===== config.mk =====
export PLATFORM = sky130hd
export DESIGN_NAME = alu_issuer
export DESIGN_NICKNAME = d
export VERILOG_FILES = /design/src/rtl/alu_issuer.sv
export SDC_FILE = /design/constraint.sdc
export NUM_CORES = 1
export LEC_CHECK = 0
export ABC_AREA = 1
export CAP_MARGIN = 20
export CORE_MARGIN = 5
export CORE_UTILIZATION = 45
export DETAILED_ROUTE_END_ITERATION = 16
export HOLD_SLACK_MARGIN = 0.06
export PLACE_DENSITY_LB_ADDON = 0.05
export SETUP_SLACK_MARGIN = 0.1
export SLEW_MARGIN = 10
export SYNTH_ARGS = -nofsm -noshare
export SYNTH_HDL_FRONTEND = slang
export SYNTH_SLANG_ARGS = --single-unit

===== constraint.sdc =====
create_clock -name clk -period 2.54 [get_ports clk]
set_clock_uncertainty 0.2 [all_clocks]
set_input_delay 0.508 -clock clk [delete_from_list [all_inputs] [get_ports clk]]
set_output_delay 0.508 -clock clk [all_outputs]
set_load 0.1 [all_outputs]

===== src/rtl/alu_issuer.sv =====
`default_nettype none
// ============================================================================
// alu_issuer : valid/ready front end that issues one instruction to the 4-bit
//              operator, waits LAT edges, then returns the sampled result.
// Revision   : 1.0
// ============================================================================
module alu_issuer #(
    parameter int LAT = 3,
    parameter int W   = 4
) (
    input  logic         clk,
    input  logic         rst_n,
    input  logic         req_valid,
    output logic         req_ready,
    input  logic [7:0]   req_instr,
    input  logic [W-1:0] req_a,
    input  logic [W-1:0] req_b,
    output logic [7:0]   op_instr,
    output logic [W-1:0] op_a,
    output logic [W-1:0] op_b,
    input  logic [W-1:0] op_result,
    output logic         res_valid,
    input  logic         res_ready,
    output logic [W-1:0] res_data,
    output logic [2:0]   res_op,
    output logic         res_err,
    output logic         busy,
    output logic [7:0]   op_count
);

    typedef enum logic [1:0] {
        S_IDLE = 2'd0,
        S_WAIT = 2'd1,
        S_DONE = 2'd2
    } state_t;

    localparam logic [3:0] c_lat       = 4'(LAT);
    localparam logic [2:0] c_op_unsup  = 3'd6;

    state_t         r_state;
    state_t         w_next_state;
    logic [3:0]     r_cnt;
    logic [7:0]     r_op_instr;
    logic [W-1:0]   r_op_a;
    logic [W-1:0]   r_op_b;
    logic           r_res_valid;
    logic [W-1:0]   r_res_data;
    logic [2:0]     r_res_op;
    logic           r_res_err;
    logic [7:0]     r_op_count;

    logic [2:0]     w_req_op;
    logic [2:0]     w_cur_op;
    logic           w_accept;
    logic           w_unsup;
    logic           w_two_operand;
    logic           w_sample;
    logic           w_res_hs;
    logic           w_flag_op;
    logic [W-1:0]   w_sampled;

    assign w_req_op      = req_instr[7:5];
    assign w_cur_op      = r_op_instr[7:5];
    assign w_accept      = req_valid && (r_state == S_IDLE);
    assign w_unsup       = (w_req_op == c_op_unsup);
    assign w_two_operand = (w_req_op == 3'd0) || (w_req_op == 3'd4) || (w_req_op == 3'd5);
    assign w_sample      = (r_state == S_WAIT) && (r_cnt == 4'd1);
    assign w_res_hs      = (r_state == S_DONE) && res_ready;

    // Compare opcodes drive all result bits alike; only bit 0 carries the flag.
    assign w_flag_op = (w_cur_op == 3'd4) || (w_cur_op == 3'd5);
    assign w_sampled = w_flag_op ? {{(W-1){1'b0}}, op_result[0]} : op_result;

    always_ff @(posedge clk or negedge rst_n) begin
        if (!rst_n) begin
            r_state <= S_IDLE;
        end else begin
            r_state <= w_next_state;
        end
    end

    always_comb begin
        w_next_state = r_state;
        case (r_state)
            S_IDLE:  if (w_accept) w_next_state = w_unsup ? S_DONE : S_WAIT;
            S_WAIT:  if (w_sample) w_next_state = S_DONE;
            S_DONE:  if (w_res_hs) w_next_state = S_IDLE;
            default: w_next_state = S_IDLE;
        endcase
    end

    always_ff @(posedge clk or negedge rst_n) begin
        if (!rst_n) begin
            r_cnt       <= 4'd0;
            r_op_instr  <= 8'd0;
            r_op_a      <= '0;
            r_op_b      <= '0;
            r_res_valid <= 1'b0;
            r_res_data  <= '0;
            r_res_op    <= 3'd0;
            r_res_err   <= 1'b0;
            r_op_count  <= 8'd0;
        end else begin
            if (w_accept && !w_unsup) begin
                r_op_instr <= req_instr;
                r_op_a     <= req_a;
                r_op_b     <= w_two_operand ? req_b : '0;
                r_cnt      <= c_lat;
            end
            // Unsupported opcodes never touch the operator; answer immediately.
            if (w_accept && w_unsup) begin
                r_res_data  <= '0;
                r_res_op    <= c_op_unsup;
                r_res_err   <= 1'b1;
                r_res_valid <= 1'b1;
            end
            if (r_state == S_WAIT) begin
                r_cnt <= r_cnt - 4'd1;
            end
            if (w_sample) begin
                r_res_data  <= w_sampled;
                r_res_op    <= w_cur_op;
                r_res_err   <= 1'b0;
                r_res_valid <= 1'b1;
            end
            if (w_res_hs) begin
                r_res_valid <= 1'b0;
                if (!r_res_err) begin
                    r_op_count <= r_op_count + 8'd1;
                end
            end
        end
    end

    assign req_ready = (r_state == S_IDLE);
    assign busy      = (r_state != S_IDLE);
    assign op_instr  = r_op_instr;
    assign op_a      = r_op_a;
    assign op_b      = r_op_b;
    assign res_valid = r_res_valid;
    assign res_data  = r_res_data;
    assign res_op    = r_res_op;
    assign res_err   = r_res_err;
    assign op_count  = r_op_count;

endmodule
`default_nettype wire


==> flow_metrics.env <==
export IMPL_status="finished clean"
export IMPL_cp_data_required_time_ns=1.83
export IMPL_dp_hpwl_um=3030
export IMPL_syn_area_per_cell_sq_um=8.42
export IMPL_r2r_setup_slack_ns=0.95
export IMPL_synth_edf_count=0
export IMPL_fin_area_sq_mm=0.00246
export IMPL_dr_pass1_iters=4
export IMPL_start_kind="register"
export IMPL_synthAdderAreaFrac_pct=2.07
export IMPL_gr_usage_met3_pct=5.06
export IMPL_cts_tree="yes"
export IMPL_mostFrequentLayoutCells="nand2_1, dfrtp_1, buf_4"
export IMPL_drc=0
export IMPL_fmax_mhz=513
export IMPL_grt_max_degree=27
export IMPL_drt_iter0_drc=71
export IMPL_reg2reg_depth=6
export IMPL_worst_ep_arrival_time_ns=1.24
export IMPL_syn_area_sq_mm=0.00181
export IMPL_cp_top_family="flip-flops"
export IMPL_ios=59
export IMPL_fin_crit_sh_pct=76.8
export IMPL_track_usage_pct=16.1
export IMPL_synth_seq_cells=39
export IMPL_synthXorXnorAreaFrac_pct=1.45
export IMPL_fin_tns_setup_ns=0
export IMPL_vias=1528
export IMPL_cpMaxStageDelayCell="dfrtp_1"
export IMPL_drv_slew=0
export IMPL_gp_congestion=0.718
export IMPL_setup_violations=0
export IMPL_via_per_inst=4.63
export IMPL_n_fill_cell=356
export IMPL_synth_cell_type_count=27
export IMPL_layout_nets=306
export IMPL_insertion_delay_ns=0.29
export IMPL_use_met2_pct=26.3
export IMPL_rr_endpoint="res_data[1]"
export IMPL_worst_pin_slew_ns=0.460
export IMPL_final_common_cell="nand2_1"
export IMPL_grt_overflow=0
export IMPL_grtUsageMet1_pct=20.7
export IMPL_hold_viol=0
export IMPL_cts_reportedPaths_clkPinSlew_ns=0.07
export IMPL_cpPeakStageDelay_ns=0.47
export IMPL_maxCapViolCount=0
export IMPL_synth_async_reset_ratio_pct=100
export IMPL_ys_seq_area_share_pct=53.9
export IMPL_n_antenna_cell=0
export IMPL_drive_above_1_share_pct=21.4
export IMPL_synthSimpleGateAreaFrac_pct=32.0
export IMPL_synth_ff_type="dfrtp_1"
export IMPL_die_width_um=73.4
export IMPL_critical_path_class="register to output port"
export IMPL_yosys_warnings=0
export IMPL_slew_limit_headroom_pct=69.3
export IMPL_dp_cells=321
export IMPL_area_growth_pct=36.2
export IMPL_cts_buffer_depth=2
export IMPL_end_kind="output port"
export IMPL_wl_per_cell_um=12.3
export IMPL_placed_area_sq_mm=0.00234
export IMPL_synth_area_mux_share_pct=0
export IMPL_min_from="op_instr[3]"
export IMPL_htreeDepth=2
export IMPL_core_area_sq_mm=0.00394
export IMPL_cts_buffers=5
export IMPL_drt_total_wl_um=4060
export IMPL_regToRegStartpoint="r_cnt[1]"
export IMPL_syn_nets=242
export IMPL_synth_compound_area_share_pct=4.01
export IMPL_start_util_pct=45.9
export IMPL_cts_root_buf="clkbuf_8"
export IMPL_grt_pass1_wl_um=6730
export IMPL_hp_class="register to register"
export IMPL_fp_dieH_um=73.4
export IMPL_synth_top_family_by_area="simple AND/OR/NAND/NOR gates"
export IMPL_crit_chain="inv_2 -> nand2_4 -> inv_1 -> buf_4"
export IMPL_rsz0062_at_grt="false"
export IMPL_holdPathStages=2
export IMPL_busiest_layer="met2"
export IMPL_antenna_found_initial=0
export IMPL_cts_resized=0
export IMPL_fin_cells=330
export IMPL_first_global_vias=1481
export IMPL_path_max_fanout=5
export IMPL_hold_path_endpoint="op_instr[3]"
export IMPL_io_buffers=58
export IMPL_detail_route_antenna_nets=0
export IMPL_dieArea_sq_mm=0.00539
export IMPL_cts_sinks=39
export IMPL_rows=23
export IMPL_final_min_clock_period_ns=1.95
export IMPL_worst_path_buf_inv=3
export IMPL_synth_cells=215
[worst min-delay path, stage by stage (launching register included)]
cell and delay, ns:
dfrtp_1 0.35, nand2_1 0.05, nand2_1 0.05
[how the worst max path moves through the flow]
stage          cells past startpoint          from  slack, ns           to
2_1_floorplan                      3    r_state[1]       0.44    req_ready
3_3_place_gp                       6  req_instr[6]       0.53  op_instr[6]
3_5_place_dp                       6  req_instr[6]       0.48  op_instr[2]
4_1_cts                            4    r_state[1]       0.57    req_ready
5_1_grt                            4    r_state[1]       0.54    req_ready
6_report                           4    r_state[1]       0.59    req_ready
[through the flow]
| step | hold WS, ns | worst slack [ns] | util, % |
|---|---|---|---|
| after CTS | 0.290 | 0.573 | 62.5 |
| after detailed placement | 0.270 | 0.483 | 59.3 |
| after global placement | 0.270 | 0.532 | 59.3 |
| final | 0.285 | 0.590 | 62.5 |
| after global routing | 0.316 | 0.543 | 62.5 |
| after floorplan | 0.0124 | 0.436 | - |
[flip-flops by register name, indices dropped and copies added (netlist names)]
name       cells
op_a           4
op_b           4
op_count       8
op_instr       8
r_cnt          4
r_state        2
res_data       4
res_err        1
res_op         3
res_valid      1
[logic make-up (layout without fill, tap and decap cells)]
family	Yosys count	in the layout
AND/OR/NAND/NOR	132	132
flip-flops	39	39
buffers and inverters	25	90
AO/OA/AOI/OAI	13	13
adder cells (fa/ha/maj)	3	3
XOR/XNOR	3	3
[area by class of cell]
cell class / count / area [sq um] / share of cell area [%]
flip-flops and latches: 39 / 976 / 39.6
multi-input cells: 151 / 716 / 29.0
repair buffers: 61 / 513 / 20.8
clock buffers: 6 / 82.6 / 3.35
inverters: 21 / 80.1 / 3.25
well taps: 50 / 62.6 / 2.54
clock inverters: 2 / 35.0 / 1.42
[per-layer routing]
layer / part of all wire, % / vias to the layer above
met5: 0 / -
met4: 0.69 / 0
met3: 7.3 / 4
met2: 48 / 42
met1: 44 / 690
li1: - / 792
[synth_stat cells, types with 2 or more instances]
master    count  area share [%]
nor2_1       17             3.5
nor2_4        2             1.2
inv_1        17             3.5
o21ai_0       6             1.7
nand3_2       2             1.1
nand3_1      10             2.8
dfrtp_1      39              54
nand3b_1      3             1.2
inv_2         3            0.62
ha_1          3             2.1
buf_4         2            0.83
nand2_4       2             1.2
buf_6         2             1.2
o21ai_1       2            0.55
xor2_1        2            0.97
nand2_1      91              19
a21oi_1       2            0.55
[repair_timing]
item,CTS,global route
endpoints found under the hold margin,18,0
hold buffers,1,0
setup endpoints to repair,0,0
setup buffers,0,0
Power is left out: the tool's default activity adds up to more than one toggle a clock period on the data nets, which glitch-free logic cannot reach.
